## src/rtl/cdb_arbiter_if.sv

```systemverilog
// Bundle between functional-unit requesters, the CDB arbiter and the broadcast consumers.
// The master modport is the arbiter side; the slave modport is the requester/consumer side.
interface cdb_arbiter_if #(
  parameter int NUM_REQ    = 4,
  parameter int DATA_WIDTH = 32,
  parameter int TAG_WIDTH  = 5
);
  localparam int SRC_W = $clog2(NUM_REQ);

  logic [NUM_REQ-1:0]            req_valid;
  logic [NUM_REQ*TAG_WIDTH-1:0]  req_tag;
  logic [NUM_REQ*DATA_WIDTH-1:0] req_data;
  logic [NUM_REQ-1:0]            req_ready;
  logic                          cdb_valid;
  logic [TAG_WIDTH-1:0]          cdb_tag;
  logic [DATA_WIDTH-1:0]         cdb_data;
  logic [SRC_W-1:0]              cdb_src;

  modport master (
    input  req_valid, req_tag, req_data,
    output req_ready, cdb_valid, cdb_tag, cdb_data, cdb_src
  );

  modport slave (
    output req_valid, req_tag, req_data,
    input  req_ready, cdb_valid, cdb_tag, cdb_data, cdb_src
  );
endinterface

```

## src/rtl/cdb_arbiter.sv

```systemverilog
// Round-robin arbiter funnelling functional-unit results onto a single common data bus.
// Define CDB_ARB_OUT_REG_EN to register the cdb_* outputs (1-cycle latency from the accept edge).
module cdb_arbiter #(
  parameter int NUM_REQ        = 4,
  parameter int DATA_WIDTH     = 32,
  parameter int ROB_DEPTH_BITS = 5,
  parameter int TAG_WIDTH      = ROB_DEPTH_BITS
) (
  input  logic          clk,
  input  logic          rst_n,
  input  logic          flush,
  cdb_arbiter_if.master bus
);
  localparam int SRC_W = $clog2(NUM_REQ);
  localparam logic [SRC_W-1:0] LAST_IDX = SRC_W'(NUM_REQ - 1);

  logic [SRC_W-1:0]      r_rr_ptr;
  logic                  w_gvalid;
  logic [SRC_W-1:0]      w_gidx;
  logic [SRC_W-1:0]      w_idx;
  logic [NUM_REQ-1:0]    w_grant;
  logic [TAG_WIDTH-1:0]  w_tag;
  logic [DATA_WIDTH-1:0] w_data;

  // Search upward from r_rr_ptr with wrap; reset and flush suppress every grant.
  always_comb begin
    w_gvalid = 1'b0;
    w_gidx   = '0;
    w_idx    = '0;
    if (rst_n && !flush) begin
      for (int k = 0; k < NUM_REQ; k++) begin
        w_idx = SRC_W'((int'(r_rr_ptr) + k) % NUM_REQ);
        if (!w_gvalid && bus.req_valid[w_idx]) begin
          w_gvalid = 1'b1;
          w_gidx   = w_idx;
        end else begin
          w_gvalid = w_gvalid;
        end
      end
    end else begin
      w_gvalid = 1'b0;
    end
  end

  // One-hot grant and result mux; everything is zero when nobody is granted.
  always_comb begin
    w_grant = '0;
    w_tag   = '0;
    w_data  = '0;
    if (w_gvalid) begin
      w_grant[w_gidx] = 1'b1;
      w_tag  = bus.req_tag[int'(w_gidx)*TAG_WIDTH +: TAG_WIDTH];
      w_data = bus.req_data[int'(w_gidx)*DATA_WIDTH +: DATA_WIDTH];
    end else begin
      w_grant = '0;
    end
  end

  assign bus.req_ready = w_grant;

  // Pointer moves just past the winner; it holds on idle and flush cycles.
  always_ff @(posedge clk or negedge rst_n) begin
    if (!rst_n) begin
      r_rr_ptr <= '0;
    end else if (w_gvalid) begin
      r_rr_ptr <= (w_gidx == LAST_IDX) ? '0 : w_gidx + SRC_W'(1);
    end else begin
      r_rr_ptr <= r_rr_ptr;
    end
  end

`ifdef CDB_ARB_OUT_REG_EN
  logic                  r_cdb_valid;
  logic [TAG_WIDTH-1:0]  r_cdb_tag;
  logic [DATA_WIDTH-1:0] r_cdb_data;
  logic [SRC_W-1:0]      r_cdb_src;

  // Broadcast stage; a flush empties it so a stale result never reaches the ROB.
  always_ff @(posedge clk or negedge rst_n) begin
    if (!rst_n) begin
      r_cdb_valid <= 1'b0;
      r_cdb_tag   <= '0;
      r_cdb_data  <= '0;
      r_cdb_src   <= '0;
    end else if (flush) begin
      r_cdb_valid <= 1'b0;
      r_cdb_tag   <= '0;
      r_cdb_data  <= '0;
      r_cdb_src   <= '0;
    end else begin
      r_cdb_valid <= w_gvalid;
      r_cdb_tag   <= w_tag;
      r_cdb_data  <= w_data;
      r_cdb_src   <= w_gidx;
    end
  end

  // A registered result is still killed in the flush cycle itself.
  assign bus.cdb_valid = r_cdb_valid & ~flush;
  assign bus.cdb_tag   = flush ? '0 : r_cdb_tag;
  assign bus.cdb_data  = flush ? '0 : r_cdb_data;
  assign bus.cdb_src   = flush ? '0 : r_cdb_src;
`else
  assign bus.cdb_valid = w_gvalid;
  assign bus.cdb_tag   = w_tag;
  assign bus.cdb_data  = w_data;
  assign bus.cdb_src   = w_gidx;
`endif
endmodule

```

## src/flat_wrapper.sv

```systemverilog
// flat-port wrapper written by rule: the top's interface ports become plain ports
module cdb_arbiter_flat 
#(
  parameter int NUM_REQ        = 4,
  parameter int DATA_WIDTH     = 32,
  parameter int ROB_DEPTH_BITS = 5,
  parameter int TAG_WIDTH      = ROB_DEPTH_BITS
)
  (clk, rst_n, flush, bus_req_valid, bus_req_tag, bus_req_data, bus_req_ready, bus_cdb_valid, bus_cdb_tag, bus_cdb_data, bus_cdb_src);
  cdb_arbiter_if #(.NUM_REQ(NUM_REQ), .DATA_WIDTH(DATA_WIDTH), .TAG_WIDTH(TAG_WIDTH)) bus_i ();
  input  logic clk;
  input  logic rst_n;
  input  logic flush;
  input wire logic [$bits(bus_i.req_valid)-1:0] bus_req_valid;
  input wire logic [$bits(bus_i.req_tag)-1:0] bus_req_tag;
  input wire logic [$bits(bus_i.req_data)-1:0] bus_req_data;
  output wire logic [$bits(bus_i.req_ready)-1:0] bus_req_ready;
  output wire logic [$bits(bus_i.cdb_valid)-1:0] bus_cdb_valid;
  output wire logic [$bits(bus_i.cdb_tag)-1:0] bus_cdb_tag;
  output wire logic [$bits(bus_i.cdb_data)-1:0] bus_cdb_data;
  output wire logic [$bits(bus_i.cdb_src)-1:0] bus_cdb_src;
  assign bus_i.req_valid = bus_req_valid;
  assign bus_i.req_tag = bus_req_tag;
  assign bus_i.req_data = bus_req_data;
  assign bus_req_ready = bus_i.req_ready;
  assign bus_cdb_valid = bus_i.cdb_valid;
  assign bus_cdb_tag = bus_i.cdb_tag;
  assign bus_cdb_data = bus_i.cdb_data;
  assign bus_cdb_src = bus_i.cdb_src;
  cdb_arbiter #(.NUM_REQ(NUM_REQ), .DATA_WIDTH(DATA_WIDTH), .ROB_DEPTH_BITS(ROB_DEPTH_BITS), .TAG_WIDTH(TAG_WIDTH)) u_core (.clk(clk), .rst_n(rst_n), .flush(flush), .bus(bus_i));
endmodule
```

## config.mk

```make
export PLATFORM = sky130hd
export DESIGN_NAME = cdb_arbiter_flat
export DESIGN_NICKNAME = d
export VERILOG_FILES = /design/src/rtl/cdb_arbiter_if.sv /design/src/rtl/cdb_arbiter.sv /design/src/flat_wrapper.sv
export SDC_FILE = /design/constraint.sdc
export NUM_CORES = 1
export LEC_CHECK = 0
export ABC_CLOCK_PERIOD_IN_PS = 5100
export CAP_MARGIN = 10
export CORE_ASPECT_RATIO = 1.1
export CORE_MARGIN = 4
export CORE_UTILIZATION = 34
export CTS_BUF_LIST = sky130_fd_sc_hd__clkbuf_8
export CTS_CLUSTER_DIAMETER = 40
export DETAILED_ROUTE_END_ITERATION = 7
export GPL_TIMING_DRIVEN = 0
export PLACE_DENSITY_LB_ADDON = 0.12
export SLEW_MARGIN = 30
export SYNTH_ARGS = -nofsm -noshare
export SYNTH_HDL_FRONTEND = slang
export SYNTH_SLANG_ARGS = --single-unit
```

## constraint.sdc

```tcl
create_clock -name clk -period 5.1 [get_ports clk]
set_clock_uncertainty 0.15 [all_clocks]
set_input_delay 1.275 -clock clk [delete_from_list [all_inputs] [get_ports clk]]
set_output_delay 1.275 -clock clk [all_outputs]
set_load 0.01 [all_outputs]
```

# Word-level counts from Yosys, hierarchy flattened

Index checks and enable logic that the tools add are counted.

Output and inout port bits: 44
Bits of input ports: 155
RAM bits: 0
Latch bits: 0
Memories kept: 0
Bits in read-only memories: 0
Register bits: 2

Shifts and indexed selects: 2
Bitwise operators: 0
Divide/modulo/power cells: 0
Add/sub/neg operators: 4
Mux-type cells: 27
Equal/unequal tests: 1
$mul: 1
Reductions and logical operators: 9
$lt $le $gt $ge: 6

Operators with widths:

| kind                  | number |
|---|---|
| $shiftx A128 B8 Y32   | 1 |
| $mux W32              | 1 |
| $shiftx A20 B32 Y5    | 1 |
| $lt A2 B3 Y1 const B  | 5 |
| $mux W1               | 13 |
| $mux W2               | 6 |
| $bmux W1 S2           | 4 |
| $logic_and A1 B1 Y1   | 5 |
| $mul A2 B3 Y5 const B | 1 |
| $mux W5               | 1 |
| $add A2 B1 Y2 const B | 2 |
| $add A2 B2 Y2 const B | 2 |
| $logic_not A1 Y1      | 4 |
| $mux W4               | 1 |
| $demux W1 S2          | 1 |
| $eq A2 B2 Y1 const B  | 1 |
| $ge A2 B1 Y1 const B  | 1 |

# Logic depth before layout (Yosys ltp)

Depth in word-level cells: 21
Depth in mapped cells: 9
Depth with buffers taken out: 7

# Worst setup path before layout

OpenSTA, ideal clock, no wires.

Kind: in2out
From: input port bus_req_valid[2]
To: output port bus_cdb_data[23]
Setup slack: 1071 ps
Required time: 3675 ps
Data arrival time: 2604 ps
Stages: 8
Cells stage by stage: nor2b_1 -> a21boi_1 -> o31a_1 -> nand2_2 -> inv_4 -> buf_12 -> buf_2 -> a311oi_1

Word-level cells in the longest chain between the ends: 18

Ends and longest elaborated chain:

| item                          | line               | RTL |
|---|---|---|
| start, declared               | flat_wrapper.sv:14 | `input wire logic [$bits(bus_i.req_valid)-1:0] bus_req_valid;` |
| $bmux W1 S2                   | cdb_arbiter.sv:33  | `if (!w_gvalid && bus.req_valid[w_idx]) begin` |
| $mux W1 (not written as such) | cdb_arbiter.sv:33  |  |
| $mux W1                       | cdb_arbiter.sv:33  |  |
| $mux W1                       | cdb_arbiter.sv:30  | `if (rst_n && !flush) begin` |
| $logic_not A1 Y1              | cdb_arbiter.sv:33  |  |
| $logic_and A1 B1 Y1           | cdb_arbiter.sv:33  |  |
| $mux W1                       | cdb_arbiter.sv:33  |  |
| $mux W1                       | cdb_arbiter.sv:30  |  |
| [... 3 more ...]              | --                 |  |
| $mux W1                       | cdb_arbiter.sv:30  |  |
| $logic_not A1 Y1              | cdb_arbiter.sv:33  |  |
| $logic_and A1 B1 Y1           | cdb_arbiter.sv:33  |  |
| $mux W2 *                     | cdb_arbiter.sv:33  |  |
| $mux W2 *                     | cdb_arbiter.sv:30  |  |
| via bus_cdb_src[1]            | flat_wrapper.sv:21 | `output wire logic [$bits(bus_i.cdb_src)-1:0] bus_cdb_src;` |
| $shiftx A128 B8 Y32 *         | cdb_arbiter.sv:53  | `w_data = bus.req_data[int'(w_gidx)*DATA_WIDTH +: DATA_WIDTH];` |
| $mux W32 *                    | cdb_arbiter.sv:50  | `if (w_gvalid) begin` |
| end, declared                 | flat_wrapper.sv:20 | `output wire logic [$bits(bus_i.cdb_data)-1:0] bus_cdb_data;` |

Mark *: on every way through the listed nets, which the timed path passes. The rest lies on a longest branch. The select of a mux whose other input is x is not followed.

# Final worst setup path

From: input port bus_req_valid[2]
To: output port bus_cdb_src[1]

Word-level cells in the longest chain between the ends: 16

Ends and longest elaborated chain:

| item                          | line |
|---|---|
| $bmux W1 S2                   | cdb_arbiter.sv:33 |
| $mux W1 (not written as such) | cdb_arbiter.sv:33 |
| $mux W1                       | cdb_arbiter.sv:33 |
| $mux W1                       | cdb_arbiter.sv:30 |
| $logic_not A1 Y1              | cdb_arbiter.sv:33 |
| $logic_and A1 B1 Y1           | cdb_arbiter.sv:33 |
| $mux W1                       | cdb_arbiter.sv:33 |
| $mux W1                       | cdb_arbiter.sv:30 |
| $logic_not A1 Y1              | cdb_arbiter.sv:33 |
| $logic_and A1 B1 Y1           | cdb_arbiter.sv:33 |
| $mux W1                       | cdb_arbiter.sv:33 |
| $mux W1                       | cdb_arbiter.sv:30 |
| $logic_not A1 Y1              | cdb_arbiter.sv:33 |
| $logic_and A1 B1 Y1           | cdb_arbiter.sv:33 |
| $mux W2 *                     | cdb_arbiter.sv:33 |
| $mux W2 *                     | cdb_arbiter.sv:30 |
| end, declared                 | flat_wrapper.sv:21 |

Mark *: on every way between the ends. The rest lies on a longest branch, timed or not. The select of a mux whose other input is x is not followed.

==> results.cfg <==
[critical_path]
worstPathRequired_ns = 3.67
critPathSlowestCell = clkdlybuf4s50_1
crit_path_start_kind = primary input
crit_type = primary input to output pin
crit_top_cell = clkdlybuf4s50_1
cp.arrival_ns = 3.53
rr_startpoint = u_core.r_rr_ptr[0]$_DFFE_PN0P_
max_stage_delay_ns = 0.58
cp_num_buf_inv = 5
startpoint = bus_req_valid[2]
cp_max_fo = 10
crit_path_cell_trace = clkdlybuf4s50_1 -> nor2b_2 -> a21boi_1 -> o31a_1 -> nand2_2 -> inv_4 -> buf_12 -> buf_2 -> clkdlybuf4s50_1
r2r_setup_slack_ns = 3.26
worst_setup_path_end_kind = output pin
cpLargestDelayFamily = buffers and inverters

[floorplan]
die_x_um = 82.41
core-area_mm2 = 0.005842
io_pins = 199
start_util = 0.3545
die-area_mm2 = 0.007405
die-height_um = 89.85
num_rows = 29

[synth]
synthTopCellsByArea = a311oi_1 (16%), a211oi_2 (15%), nand2_1 (14%), a31oi_1 (11%), clkbuf_8 (11%)
yosys.area_share.xor_xnor = 0
synth_top_area_cell = a311oi_1
synth_area_mm2 = 0.002071
synth_enable_flop_cells = 0
synth.distinct_cells = 34
synthAdderAreaFrac = 0.006042
synth_seq_cells = 2
synth-compound-area-share = 0.4949
synth_flop_cell = dfrtp_1
synth_cells = 291
synthSimpleGateAreaFrac = 0.1952
async_flop_share = 1.000
yosysWarnings = 0
synth.avg_cell_area_um2 = 7.116
yosys-mux-area-fraction = 0
synth_nets = 447
yosysSeqAreaShare = 0.02417
netlist.area_leader.share = 0.1565
synth_top_family_by_area = compound AO/OA/AOI/OAI gates

[routing]
drt_pass1_iterations = 7
vias_per_cell = 5.362
ant_nets = 0
first_iter_violations = 112
totalWireLength_um = 9743
wire_per_inst_um = 17.03
drc_errors = 0
dr_total_vias = 3067

[final_layout]
largest_reg_flops = 2
drive_gt1_frac = 0.1535
num-fill-cells = 504
regMostFlops = u_core.r_rr_ptr
final_common_cell = clkdlybuf4s50_1
fin_nets = 653
area_delta_synth_final_pct = 104.0
design_area_mm2 = 0.004224
final_cell_mix = clkdlybuf4s50_1 (161), nand2_1 (76), inv_1 (39), a31oi_1 (37), a311oi_1 (37)
insertedDiodeCount = 0
reg.largest.list = u_core.r_rr_ptr x2

[placed_design]
dp_hpwl_um = 7480
dpl_cell_area_mm2 = 0.004149
io_buffers = 198
gp_congestion = 0.8002

[status]
outcome = completed

[clock_tree]
cts_buffers = 3
cts_root_buffer = clkbuf_8
cts_max_path_buffers = 2
clk_pin_slew_worst_paths_ns = 0.03
cts.htree.levels = 1
postCtsHoldBufs = 0
clk-insertion-delay-late_ns = 0.21
tritoncts = done
cts_num_sinks = 2

[timing]
hold_viol = 0
fin_crit_ns = 4.958
fin_crit_sh = 0.9722
drv_slew = 0
fmax_mhz = 201.7
setup_viol = 0
rsz0062_at_grt = false
slew_headroom = 0.8038
worstMarginPinSlew_ns = 0.2922

[global_routing]
grtUsageTotal = 0.2388
grt_pass1_wl_um = 14400
grt_max_degree = 11
grt_remaining_overflow = 0
antenna_found_initial = 0
grt_pass1_vias = 3005

[pwr]
vdd_drop_max_uv = 171.2
total_power_w = 0.0006023
power.leakage_nw = 1.972
power-per-cell-area_mw_per_mm2 = 142.6

[worst_hold_path]
min_path_type = flop to flop
hp-start = u_core.r_rr_ptr[0]$_DFFE_PN0P_

[job]
cap_violations = 0
==> layout make-up <==
type | instances | area [um2] | share of cell area
repair buffers | 201 | 2003 | 0.4742
multi-input cells | 213 | 1455 | 0.3445
plain buffers | 34 | 405.4 | 0.09597
inverters | 42 | 172.7 | 0.04088
well taps | 77 | 96.34 | 0.02281
flip-flops and latches | 2 | 50.05 | 0.01185
clock buffers | 3 | 41.29 | 0.009775
==> report_power, final <==
group	internal [W]	switching (W)	total, W
registers	0.0000193	0.00000579	0.0000251
clock network	0.0000501	0.0000145	0.0000646
logic	0.000270	0.000242	0.000513
total	0.000340	0.000262	0.000602
==> per-stage QoR <==
step	setup slack [ns]	TNS [ns]	util	hold WS (ns)	std cells
after floorplan	1.071	0	-	0.4276	291
after global placement	-0.1522	-2.279	0.7102	0.4761	566
after detailed placement	-0.1521	-3.097	0.7102	0.4900	566
after CTS	-0.02156	-0.02156	0.7143	0.4981	571
after global routing	0.02412	0	0.7231	0.5493	572
final	0.1416	0	0.7231	0.5273	572
==> synth_stat cells (all sizes together) (2+ instances only) <==
cell / number
a211oi: 37
a311oi: 37
a31oi: 37
and2: 2
buf: 14
clkbuf: 18
dfrtp: 2
inv: 41
nand2: 78
nor2: 6
nor2b: 3
o21ai: 4
==> cells by family (layout without fill, tap and decap cells) <==
| kind of cell | after synthesis | count (layout) |
|---|---|---|
| AO/OA/AOI/OAI | 118 | 118 |
| adder cells (fa/ha/maj) | 1 | 1 |
| buffers and inverters | 76 | 280 |
| flip-flops | 2 | 2 |
| AND/OR/NAND/NOR | 94 | 94 |
==> metal layers <==
| metal | track usage | part of all wire |
|---|---|---|
| met5 | 0 | 0 |
| met4 | 0.04848 | 0.016 |
| met3 | 0.04300 | 0.089 |
| met2 | 0.4465 | 0.50 |
| met1 | 0.2710 | 0.39 |
==> final timing paths <==
| kind | to | cells past startpoint |
|---|---|---|
| worst min register to register | u_core.r_rr_ptr[0]$_DFFE_PN0P_ | 2 |
| min in group asynchronous | u_core.r_rr_ptr[1]$_DFFE_PN0P_ | 1 |
| worst max register to register | u_core.r_rr_ptr[1]$_DFFE_PN0P_ | 7 |
| worst max-delay path | bus_cdb_src[1] | 9 |
| worst min-delay path | u_core.r_rr_ptr[0]$_DFFE_PN0P_ | 2 |
| max in group asynchronous | u_core.r_rr_ptr[0]$_DFFE_PN0P_ | 1 |
==> worst reg2reg max path, stage by stage, from the launching register on <==
cell and delay [ns]:
dfrtp_1 0.46, nor2b_1 0.11, o21ai_2 0.20, and3_4 0.24
nand2_4 0.08, ha_1 0.30, nand2_1 0.06, o21ai_0 0.11
==> what timing repair did <==
action / CTS / global route
hold endpoints to repair: 0 / 0
buffers inserted: 2 / 1
endpoints found under the setup margin: 35 / 12
resized for setup: 30 / 15
pin swaps: 1 / 2
(Power assumes the default switching activity.)
